**src/rtl/alu_multicycle_exec.sv**
```systemverilog
// Execute-stage ALU: single-cycle logic/add/compare, iterative 1-bit-per-cycle shifts, valid/ready on both sides.
// Define ALU_FAST_SHIFT_EN to replace the iterative shifter with a combinational barrel shifter.
module alu_multicycle_exec #(
  parameter int DATA_WIDTH = 32
) (
  input  logic                  clk,
  input  logic                  rst_n,
  input  logic                  flush,
  input  logic                  in_valid,
  output logic                  in_ready,
  input  logic [3:0]            Operation,
  input  logic [DATA_WIDTH-1:0] SrcA,
  input  logic [DATA_WIDTH-1:0] SrcB,
  output logic                  out_valid,
  input  logic                  out_ready,
  output logic [DATA_WIDTH-1:0] ALUResult,
  output logic                  zero,
  output logic                  illegal
);

  localparam int SHAMT_W = $clog2(DATA_WIDTH);

  localparam logic [3:0] OP_AND = 4'b0000;
  localparam logic [3:0] OP_OR  = 4'b0001;
  localparam logic [3:0] OP_ADD = 4'b0010;
  localparam logic [3:0] OP_SLL = 4'b0100;
  localparam logic [3:0] OP_SRL = 4'b0101;
  localparam logic [3:0] OP_SRA = 4'b0111;
  localparam logic [3:0] OP_EQ  = 4'b1000;
  localparam logic [3:0] OP_SLT = 4'b1100;

`ifdef ALU_FAST_SHIFT_EN
  typedef enum logic [1:0] {IDLE = 2'd0, DONE = 2'd2} state_t;
`else
  typedef enum logic [1:0] {IDLE = 2'd0, SHIFT = 2'd1, DONE = 2'd2} state_t;
`endif

  state_t state, state_nxt;

  logic [DATA_WIDTH-1:0] res_q;
  logic                  zero_q;
  logic                  ill_q;
  logic [DATA_WIDTH-1:0] first_val;

  function automatic logic is_shift(input logic [3:0] op);
    return (op == OP_SLL) || (op == OP_SRL) || (op == OP_SRA);
  endfunction

  function automatic logic is_legal(input logic [3:0] op);
    case (op)
      OP_AND, OP_OR, OP_ADD, OP_SLL, OP_SRL, OP_SRA, OP_EQ, OP_SLT: return 1'b1;
      default: return 1'b0;
    endcase
  endfunction

  function automatic logic [DATA_WIDTH-1:0] alu_eval(input logic [3:0]            op,
                                                     input logic [DATA_WIDTH-1:0] a,
                                                     input logic [DATA_WIDTH-1:0] b);
    logic signed [DATA_WIDTH-1:0] sa;
    logic signed [DATA_WIDTH-1:0] sb;
`ifdef ALU_FAST_SHIFT_EN
    logic [SHAMT_W-1:0] sh;
    sh = b[SHAMT_W-1:0];
`endif
    sa = a;
    sb = b;
    case (op)
      OP_AND: return a & b;
      OP_OR:  return a | b;
      OP_ADD: return a + b;
`ifdef ALU_FAST_SHIFT_EN
      OP_SLL: return a << sh;
      OP_SRL: return a >> sh;
      OP_SRA: return sa >>> sh;
`else
      // Iterative build only reaches here for shamt==0, where the result is the operand itself.
      OP_SLL, OP_SRL, OP_SRA: return a;
`endif
      OP_EQ:  return {{(DATA_WIDTH-1){1'b0}}, (a == b)};
      OP_SLT: return {{(DATA_WIDTH-1){1'b0}}, (sa < sb)};
      default: return '0;
    endcase
  endfunction

`ifndef ALU_FAST_SHIFT_EN
  logic [3:0]            op_q;
  logic [DATA_WIDTH-1:0] sh_q;
  logic [DATA_WIDTH-1:0] sh_nxt;
  logic [SHAMT_W-1:0]    cnt_q;
  logic [SHAMT_W-1:0]    shamt;
  logic                  shift_start;

  function automatic logic [DATA_WIDTH-1:0] shift_one(input logic [3:0]            op,
                                                      input logic [DATA_WIDTH-1:0] v);
    case (op)
      OP_SLL:  return {v[DATA_WIDTH-2:0], 1'b0};
      OP_SRL:  return {1'b0, v[DATA_WIDTH-1:1]};
      default: return {v[DATA_WIDTH-1], v[DATA_WIDTH-1:1]};
    endcase
  endfunction

  assign shamt  = SrcB[SHAMT_W-1:0];
  assign sh_nxt = shift_one(op_q, sh_q);
`endif

  // The first bit is shifted during the accept cycle, so a shift of n bits reaches DONE n cycles after accept.
  always_comb begin
    first_val = alu_eval(Operation, SrcA, SrcB);
`ifndef ALU_FAST_SHIFT_EN
    shift_start = 1'b0;
    if (is_shift(Operation) && (shamt != '0)) begin
      first_val   = shift_one(Operation, SrcA);
      shift_start = (shamt > SHAMT_W'(1));
    end
`endif
  end

  always_ff @(posedge clk or negedge rst_n) begin
    if (!rst_n) begin
      state <= IDLE;
    end else begin
      state <= state_nxt;
    end
  end

  always_comb begin
    state_nxt = state;
    if (flush) begin
      state_nxt = IDLE;
    end else begin
      case (state)
        IDLE: begin
          if (in_valid) begin
`ifndef ALU_FAST_SHIFT_EN
            if (shift_start) state_nxt = SHIFT;
            else
`endif
            state_nxt = DONE;
          end
        end
`ifndef ALU_FAST_SHIFT_EN
        SHIFT: begin
          if (cnt_q == SHAMT_W'(1)) state_nxt = DONE;
        end
`endif
        DONE: begin
          if (out_ready) state_nxt = IDLE;
        end
        default: state_nxt = IDLE;
      endcase
    end
  end

  always_ff @(posedge clk or negedge rst_n) begin
    if (!rst_n) begin
      res_q  <= '0;
      zero_q <= 1'b0;
      ill_q  <= 1'b0;
`ifndef ALU_FAST_SHIFT_EN
      op_q   <= '0;
      sh_q   <= '0;
      cnt_q  <= '0;
`endif
    end else if (flush) begin
`ifndef ALU_FAST_SHIFT_EN
      sh_q  <= '0;
      cnt_q <= '0;
`endif
    end else if ((state == IDLE) && in_valid) begin
`ifndef ALU_FAST_SHIFT_EN
      if (shift_start) begin
        op_q  <= Operation;
        sh_q  <= first_val;
        cnt_q <= shamt - SHAMT_W'(1);
      end else
`endif
      begin
        res_q  <= first_val;
        zero_q <= (first_val == '0);
        ill_q  <= !is_legal(Operation);
      end
    end
`ifndef ALU_FAST_SHIFT_EN
    else if (state == SHIFT) begin
      sh_q  <= sh_nxt;
      cnt_q <= cnt_q - SHAMT_W'(1);
      if (cnt_q == SHAMT_W'(1)) begin
        res_q  <= sh_nxt;
        zero_q <= (sh_nxt == '0);
        ill_q  <= 1'b0;
      end
    end
`endif
  end

  assign in_ready  = (state == IDLE);
  assign out_valid = (state == DONE);
  assign ALUResult = res_q;
  assign zero      = zero_q;
  assign illegal   = ill_q;

endmodule

```
**config.mk**
```make
export PLATFORM = sky130hd
export DESIGN_NAME = alu_multicycle_exec
export DESIGN_NICKNAME = d
export VERILOG_FILES = /design/src/rtl/alu_multicycle_exec.sv
export SDC_FILE = /design/constraint.sdc
export NUM_CORES = 1
export LEC_CHECK = 0
export CORE_MARGIN = 1
export CORE_UTILIZATION = 50
export DETAILED_ROUTE_END_ITERATION = 16
export DONT_BUFFER_PORTS = 1
export MAX_ROUTING_LAYER = met4
export PLACE_DENSITY = 0.7
export SYNTH_ARGS = -nofsm -noshare
export SYNTH_HDL_FRONTEND = slang
export SYNTH_SLANG_ARGS = --single-unit
```
**constraint.sdc**
```tcl
create_clock -name clk -period 4.4 [get_ports clk]
set_input_delay 0.22 -clock clk [delete_from_list [all_inputs] [get_ports clk]]
set_output_delay 0.22 -clock clk [all_outputs]
set_load 0.005 [all_outputs]
```
==> Word level (Yosys, flattened, before mapping) <==
Memory sizes are Yosys's and may differ from the RTL's.
Cells that the tools add are included.
Widths: inputs -> output; s select.
{ "word_totals": {"in_bits": 73, "elab_cells": 86, "out_inout_bits": 36, "rom_bits": 16, "memories": 1, "register_bits": 77} }
{ "memory_table": {"columns": ["name", "depth", "width", "read_ports", "rd_clocked_by_memory_dff", "wr", "line", "rtl"], "rows": [
  ["(name not given)", 16, 1, 1, 0, 0, "50", "case (op)"]
]} }
{ "classes": {"n_reduce_logical": 18, "magnitude_cmp": 2, "mux": 34, "n_bitwise": 3, "add_sub_neg": 3, "eq_ne": 18} }
{ "ops": {"columns": ["cell", "count"], "rows": [
  ["$mux 32", 9],
  ["$pmux 32 s6", 1],
  ["$pmux 32 s2", 2],
  ["$logic_not 32->1", 2],
  ["$add 32x32->32", 1],
  ["$and 32x32->32", 1],
  ["$eq 32x32->1", 1],
  ["$lt 32x32->1", 1],
  ["$or 32x32->32", 1],
  ["$eq 4x3->1 const B", 5],
  ["$mux 5", 4],
  ["$mux 1", 12],
  ["$mux 2", 5],
  ["$sub 5x1->5 const B", 2],
  ["$ne 3x3->1 const B", 3],
  ["$eq 4x4->1 const B", 2],
  ["$pmux 2 s3", 1],
  ["$reduce_and 3->1", 2],
  ["$eq 5x1->1 const B", 1],
  ["$gt 5x1->1 const B", 1],
  ["$reduce_bool 5->1", 1],
  ["$eq 4x1->1 const B", 1],
  ["$eq 4x2->1 const B", 1],
  ["$logic_not 4->1", 1],
  ["14 further kinds", 17]
]} }

==> Depth between registers and ports, before layout <==
Gate-level depths: netlist of the first run.
{ "depth": {"depth_word": 11, "mapped_depth": 15, "ltp_nobuf": 13} }

==> Worst setup path after synthesis of the first run <==
No wires, ideal clock.
{ "synth_timing": {"path_kind": "in2reg", "start": "in SrcB[1]", "end": "reg zero_q, in the netlist zero", "setup_time_ns": 0.092, "t_required_ns": 4.308, "setup_slack_ns": 0.653, "path_stages": 13, "path_buffers": 0, "t_arrival_ns": 3.655, "cell_sequence": "inv_1 ha_1 or4b_4 nand3_2 a41oi_4 a2111oi_4 o211ai_1 or4_1 or4_1 or4_1 nor4b_2 nand4b_1 o31ai_2"} }
{ "synth_via": {"elab_chain_len": 6, "word_cells_on_any_way": 16, "classes_between": "add/sub (1); order compare (2); eq/ne (2); mux (5); bitwise (2); reduce/logical (4)"} }
{ "synth_lines": {"columns": ["item", "line", "rtl"], "rows": [
  ["from (decl)", "13", "input logic [DATA_WIDTH-1:0] SrcB,"],
  ["$add 32x32->32 (tied with other cells)", "70", "OP_ADD: return a + b;"],
  ["$pmux 32 s6 or $logic_and 1x1->1 (tied branches)", "67, 111", null],
  ["$mux 32", "111", "if (is_shift(Operation) && (shamt != '0)) begin"],
  ["$logic_not 32->1", "179", "zero_q <= (first_val == '0);"],
  ["$mux 1", "171", "if (shift_start) begin"],
  ["$mux 1", "169", "end else if ((state == IDLE) && in_valid) begin"],
  ["to (signal assigned)", "179", null],
  ["to (signal assigned)", "189", "zero_q <= (sh_nxt == '0);"],
  ["to (decl)", "41", "logic zero_q;"]
]} }
Several ways; a longest one is shown, not always the timed one. The select of a mux whose other input is x is not followed.
A chain may end at the register's enable or synchronous reset.

==> Worst setup path in the final report of the first run <==
{ "layout_timing": {"start": "in SrcA[24]", "end": "reg zero_q, in the netlist zero"} }
{ "layout_via": {"elab_chain_len": 6, "word_cells_on_any_way": 11, "classes_between": "add/sub (1); order compare (1); eq/ne (1); mux (5); bitwise (2); reduce/logical (1)"} }
{ "layout_lines": {"columns": ["item", "line", "rtl"], "rows": [
  ["from (decl)", "12", "input logic [DATA_WIDTH-1:0] SrcA,"],
  ["$add 32x32->32 (tied with other cells)", "70", null],
  ["$pmux 32 s6", "67", "case (op)"],
  ["$mux 32 *", "111", null],
  ["$logic_not 32->1 *", "179", null],
  ["$mux 1 *", "171", null],
  ["$mux 1 *", "169", null]
]} }
Every way passes the cells marked *; elsewhere a longest branch is shown, timed or not. The select of a mux whose other input is x is not followed.

==> impl_metrics.env, run 1 <==
export IMPL_root_buffer="clkbuf_16"
export IMPL_hold_ws_ns=0.03338
export IMPL_ctsHoldBuffers=3
export IMPL_setup_tns_ns=0
export IMPL_clock_latency_ns=0.34
export IMPL_place_port_buffers=0
export IMPL_cp_cell_sequence="inv_1 > ha_1 > nor4_1 > nand3_1 > nor4b_1 > o41ai_1 > a2111oi_0 > o31ai_1 > or4bb_1 > nor4b_2 > nand4b_1 > o31ai_2"
export IMPL_area_growth_pct=5.776
export IMPL_syn_area_um2=8795
export IMPL_synth_nets=1383
export IMPL_synthTopCellsByCount="168 x nand2_1, 121 x a21oi_1, 111 x nor2_1"
export IMPL_rsz0062_at_grt="no"
export IMPL_cts_resized=0
export IMPL_synth_area_leaders="dfrtp_1 22%, ha_1 14%, nand2_1 7.2%"
export IMPL_clk_pin_slew_worst_paths_ns=0.06
export IMPL_globalRouteOverflowTotal=0
export IMPL_synth_edf_count=0
export IMPL_worstMarginPinSlew_ns=1.047
export IMPL_syn_inst=1209
export IMPL_ys_seq_area_share_pct=21.91
export IMPL_rows=48
export IMPL_cts_buffers_inserted=9
export IMPL_syn_avg_cell_area_um2=7.274
export IMPL_synth_distinct_cells=76
export IMPL_worstSetupStartpointType="input port"
export IMPL_crit_path_start="SrcA[24]"
export IMPL_vias=8960
export IMPL_grt_total_usage_pct=32.49
export IMPL_netlist_area_leader_share_pct=21.91
export IMPL_async_flop_share_pct=100.0
export IMPL_avgRoutedWirePerCell_um=20.46
export IMPL_reg2reg_to="zero$_DFFE_PN0P_"
export IMPL_reg2reg_from="cnt_q[1]$_DFFE_PN0P_"
export IMPL_ys_seq_elements=77
export IMPL_worstHoldEndpoint="op_q[1]$_DFFE_PN0P_"
export IMPL_min_path_cells=1
export IMPL_hold_viol=0
export IMPL_worstPathMaxFanout=9
export IMPL_min_period_ns=3.966
export IMPL_path_buf_inv=1
export IMPL_grt_max_degree=78
export IMPL_gp_congestion=0.9911
export IMPL_die_w_um=134.6
export IMPL_cts_path_max_buffers=2
export IMPL_die_h_um=134.6
export IMPL_yosysTopAreaCell="dfrtp_1"
export IMPL_drive_gt1_share_pct=7.496
export IMPL_r2r_cells=12
export IMPL_grt_pass1_vias=8294
export IMPL_post_cts_buffers=0
export IMPL_first_pass_iters=8
export IMPL_cpMaxStageDelayCell="nor4b_1"
export IMPL_grt_pass1_wl_um=45040
export IMPL_finalSetupViolCount=0
export IMPL_multi_input_area_um2=6201
export IMPL_ioPinCount=109
export IMPL_nNetsFinal=1343
export IMPL_fmax_ghz=0.2521
export IMPL_fillers=1733
export IMPL_h_tree_depth=3
export IMPL_hp_class="in2reg"
export IMPL_start_util_pct=51.02
export IMPL_ant_nets=0
export IMPL_hp_start="Operation[1]"
export IMPL_finClkSkew_ns=0.005031
export IMPL_synthFlopType="dfrtp_1"
export IMPL_numClockSinks=77
export IMPL_worstPathRequired_ns=4.65
export IMPL_antenna_found_initial=1
export IMPL_leakagePower_nw=4.102
export IMPL_drt_iter0_drc=956
export IMPL_cts_tree="built"
export IMPL_ff_latch_area_um2=1927
export IMPL_routed_wirelength_um=28640
export IMPL_synth_most_common_cell="nand2_1"
export IMPL_power_density_nw_per_um2=280.6
export IMPL_hpwl_um=21280
export IMPL_yosys_warnings=0
export IMPL_drc_errors=0
export IMPL_reg2reg_slack_ns=0.48
export IMPL_status="complete, no violations"
export IMPL_slowest_delay_ns=0.68
export IMPL_crit_path_end_kind="register"
export IMPL_max_cap_violations=0
export IMPL_critPathTopFamily="simple AND/OR/NAND/NOR gates"
export IMPL_period_share_pct=90.15
export IMPL_dieArea_um2=18120
export IMPL_avgViaCountPerCell=6.400
export IMPL_slew_limit_headroom_pct=29.93
export IMPL_crit_type="in2reg"
export IMPL_cp_arrival_ns=4.22
export IMPL_finalMaxSlewViolations=0
export IMPL_coreArea_um2=17240
export IMPL_ir_drop_v=0.0002111
==> per-layer routing <==
layer | track usage (%) | up-vias | part of all wire, %
li1 | - | 4244 | -
met1 | 43.70 | 4191 | 43
met2 | 48.02 | 453 | 44
met3 | 6.269 | 72 | 9.0
met4 | 12.36 | 0 | 3.7
met5 | - | - | 0
==> final cells by class <==
class,count,share of cell area [%]
Tap cell,225,3.026
Timing Repair Buffer,33,2.932
Inverter,93,3.753
Clock inverter,6,0.4304
Sequential cell,77,20.71
Antenna cell,1,0.02690
Multi-Input combinational cell,955,66.66
Clock buffer,10,2.461
==> stage by stage <==
| step | area [um^2] | std cells | setup slack [ns] | utilization [%] | power [mW] |
|---|---|---|---|---|---|
| finish | 9303 | 1400 | 0.4336 | 53.97 | 2.610 |
| global route | 9303 | 1400 | 0.01852 | 53.97 | 2.771 |
| CTS | 9300 | 1399 | 0.4864 | 53.96 | 2.603 |
| detailed placement | 8984 | 1380 | 0.2472 | 52.12 | 1.907 |
| global placement | 8984 | 1380 | 0.2963 | 52.12 | 1.900 |
| floorplan | 8795 | 1209 | 0.6535 | - | 1.647 |
==> cells by family (layout without fill, tap and decap cells) <==
family / after synthesis / in the layout / synth area share, %
compound gates: 409 / 409 / 30.00
xor+xnor: 22 / 22 / 2.191
fa+ha+maj: 101 / 101 / 14.45
buf+inv: 177 / 142 / 7.853
flops: 77 / 77 / 21.91
mux: 19 / 19 / 2.376
other cells: 0 / 1 / 0
simple gates: 404 / 404 / 21.21
==> sequential cells by signal (all words and copies together), names as in the netlist <==
signal and cells:
ALUResult 32, cnt_q 5, illegal 1, op_q 4
sh_q 32, state 2, zero 1
==> report_power, final <==
part	internal (mW)	switching, mW	leakage, nW
Clock	0.379	0.293	0.121
Sequential	0.828	0.110	1.02
Combinational	0.377	0.624	2.96
Total	1.58	1.03	4.10
==> worst max-delay path by stage <==
stage	endpoint	slack [ns]	cells past startpoint
after floorplan	zero$_DFFE_PN0P_	0.65	13
after global placement	zero$_DFFE_PN0P_	0.30	12
after detailed placement	zero$_DFFE_PN0P_	0.25	13
final	zero$_DFFE_PN0P_	0.43	12
after global routing	zero$_DFFE_PN0P_	0.02	12
after CTS	zero$_DFFE_PN0P_	0.49	12
==> placed cells by master (no fill, tap or decap), types with 23 or more instances in the layout <==
cell	netlist	routed
nor2_1	111	111
a221oi_1	25	25
ha_1	100	100
buf_4	2	30
inv_1	93	93
a21oi_1	121	121
dfrtp_1	77	77
nand2_1	168	168
nor3_1	24	23
o21ai_0	110	110
Power figures use the tool's default switching activity.
==> inputs of run 2 (changes only) <==
--- a/config.mk
+++ b/config.mk
@@ -6,4 +6,5 @@
 export NUM_CORES = 1
 export LEC_CHECK = 0
+export ABC_AREA = 1
 export CORE_MARGIN = 1
 export CORE_UTILIZATION = 50
==> constraint.sdc (replaced) <==
create_clock -name clk -period 4.4 [get_ports clk]
set_input_delay 0.22 -clock clk [delete_from_list [all_inputs] [get_ports clk]]
set_output_delay 0.22 -clock clk [all_outputs]
set_load 0.05 [all_outputs]
==> run 2 against run 1 <==
Net effect:
- non-clock buffer count is 24 lower
- critical path type unchanged
- die area rose by 1.9%
- global-route usage up 2.9 points
- clock skew grew 0.0065 ns
- utilization decreased by 0.099 points
- register-to-register slack gained 1.1 ns
- combinational power is 26% higher
- sequential cell count stayed put
- cell count increased by 21%
- via count rose by 8.5%
- routed wire length rose by 8.2%
- worst hold slack improved by 0.027 ns
- largest power group is now registers
==> impl_metrics.env, run 2 <==
export IMPL_status="complete, no violations"
export IMPL_multi_input_area_um2=5973
export IMPL_cpMaxStageDelayCell="inv_1"
export IMPL_slowest_delay_ns=0.81
export IMPL_grt_total_usage_pct=35.37
export IMPL_gp_congestion=1.018
export IMPL_post_cts_buffers=0
export IMPL_synth_area_leaders="dfrtp_1 21%, nand2_1 21%, ha_1 14%"
export IMPL_worstMarginPinSlew_ns=1.087
export IMPL_rsz0062_at_grt="no"
export IMPL_drc_errors=0
export IMPL_ant_nets=0
export IMPL_worstPathMaxFanout=43
export IMPL_max_cap_violations=0
export IMPL_netlist_area_leader_share_pct=21.50
export IMPL_clock_latency_ns=0.35
export IMPL_cts_tree="built"
export IMPL_antenna_cells=0
export IMPL_min_period_ns=2.960
export IMPL_hpwl_um=24030
export IMPL_slew_limit_headroom_pct=27.35
export IMPL_mostFrequentLayoutCell="nand2_1"
export IMPL_avgRoutedWirePerCell_um=18.37
export IMPL_final_cell_mix="493 x nand2_1, 211 x inv_1, 136 x o21ai_0, 100 x ha_1, 92 x nand3_1"
export IMPL_coreArea_um2=17420
export IMPL_root_buffer="clkbuf_16"
export IMPL_die_h_um=135.9
export IMPL_yosys_warnings=0
export IMPL_grt_max_degree=78
export IMPL_syn_inst=1489
export IMPL_postLayoutCoreUtil_pct=53.87
export IMPL_ff_latch_area_um2=1927
export IMPL_rows=48
export IMPL_worstPathRequired_ns=4.58
export IMPL_r2r_cells=10
export IMPL_dieArea_um2=18470
export IMPL_finClkSkew_ns=0.01153
export IMPL_grt_pass1_vias=9195
export IMPL_ys_seq_area_share_pct=21.50
export IMPL_h_tree_depth=3
export IMPL_syn_area_um2=8964
export IMPL_fmax_ghz=0.3378
export IMPL_avgViaCountPerCell=5.762
export IMPL_synthFlopType="dfrtp_1"
export IMPL_place_port_buffers=0
export IMPL_ir_drop_v=0.0003654
export IMPL_ioPinCount=109
export IMPL_start_util_pct=51.47
export IMPL_ys_seq_elements=77
export IMPL_nNetsFinal=1631
export IMPL_fillers=1844
export IMPL_antenna_found_initial=0
export IMPL_grt_pass1_wl_um=48750
export IMPL_cts_buffers_inserted=9
export IMPL_finalSetupViolCount=0
export IMPL_first_pass_iters=7
export IMPL_area_growth_pct=4.676
export IMPL_drt_iter0_drc=1217
export IMPL_synth_nets=1663
export IMPL_vias=9721
export IMPL_period_share_pct=67.28
export IMPL_globalRouteOverflowTotal=0
export IMPL_syn_avg_cell_area_um2=6.020
export IMPL_hold_ws_ns=0.05989
export IMPL_finalMaxSlewViolations=0
export IMPL_synth_edf_count=0
export IMPL_hold_viol=0
export IMPL_synth_distinct_cells=39
export IMPL_async_flop_share_pct=100.0
export IMPL_drive_gt1_share_pct=3.215
export IMPL_cp_cell_sequence="inv_2 > nand2_1 > nor2_4 > nand2_4 > inv_2 > nand3_1 > nand2_1 > nor2_2 > inv_1 > o22ai_1"
export IMPL_synth_most_common_cell="nand2_1"
export IMPL_min_path_cells=2
export IMPL_cp_arrival_ns=3.14
export IMPL_setup_tns_ns=0
export IMPL_crit_type="in2reg"
export IMPL_die_w_um=135.9
export IMPL_cts_path_max_buffers=2
export IMPL_power_density_nw_per_um2=356.7
export IMPL_cts_resized=0
export IMPL_synthTopCellsByCount="493 x nand2_1, 211 x inv_1, 136 x o21ai_0"
export IMPL_leakagePower_nw=5.129
export IMPL_worstSetupStartpointType="input port"
export IMPL_yosysTopAreaCell="dfrtp_1"
export IMPL_crit_path_end_kind="register"
export IMPL_clk_pin_slew_worst_paths_ns=0.06
export IMPL_hp_class="in2reg"
export IMPL_routed_wirelength_um=31000
export IMPL_numClockSinks=77
-- run 2: cell families (layout without fill, tap and decap cells) --
family / after synthesis / in the layout / share of synthesized area, %
simple gates: 739 / 739 / 34.07
compound gates: 301 / 301 / 18.05
buf+inv: 269 / 242 / 12.00
fa+ha+maj: 101 / 101 / 14.18
flops: 77 / 77 / 21.50
xor+xnor: 2 / 2 / 0.1955
-- run 2: per-stage QoR --
| step | area [um^2] | instances | setup WS (ns) | power, mW |
|---|---|---|---|---|
| detailed placement | 9041 | 1668 | 1.188 | 2.559 |
| floorplan | 8964 | 1489 | 1.964 | 2.216 |
| finish | 9383 | 1687 | 1.440 | 3.347 |
| global route | 9383 | 1687 | 1.119 | 3.566 |
| global placement | 9041 | 1668 | 1.346 | 2.543 |
| CTS | 9383 | 1687 | 1.547 | 3.326 |
-- run 2: timing repair --
action / 4_1_cts / 5_1_grt
setup endpoints to repair: 0 / 0
hold buffers: 3 / 0
hold endpoints to repair: 78 / 0
-- run 2: cell type report --
class	instances	share of cell area, %
Clock buffer	12	2.627
Clock inverter	4	0.5067
Inverter	217	8.681
Multi-Input combinational cell	1143	63.66
Sequential cell	77	20.54
Tap cell	225	3.000
Timing Repair Buffer	9	0.9868
-- run 2: worst paths after layout --
path                                            from                   end  slack [ns]
min in group asynchronous                      rst_n   illegal$_DFFE_PN0P_        0.48
max in group asynchronous                      rst_n  sh_q[14]$_DFFE_PN0P_        3.62
worst max-delay path                    Operation[3]  cnt_q[4]$_DFFE_PN0P_        1.44
worst min register to register   op_q[2]$_DFFE_PN0P_   op_q[2]$_DFFE_PN0P_        0.47
worst max register to register  state[1]$_DFFE_PN0P_  cnt_q[4]$_DFFE_PN0P_        1.57
worst min-delay path                    Operation[0]   op_q[0]$_DFFE_PN0P_        0.06
-- run 2: worst max-delay path, delay by kind of cell --
family,cells,cell delay (ns)
simple gates,6,1.40
buf+inv,3,1.29
compound gates,1,0.18
-- run 2: metal layers --
layer | share of wire (%) | track usage [%]
met2 | 43 | 52.55
met3 | 9.4 | 6.749
met4 | 3.3 | 11.60
met5 | 0 | -
met1 | 44 | 48.02
-- run 2: report_power, final --
group | leakage (nW) | internal [mW] | switching, mW
Clock | 0.143 | 0.453 | 0.294
Sequential | 0.995 | 0.871 | 0.464
Combinational | 3.99 | 0.387 | 0.877
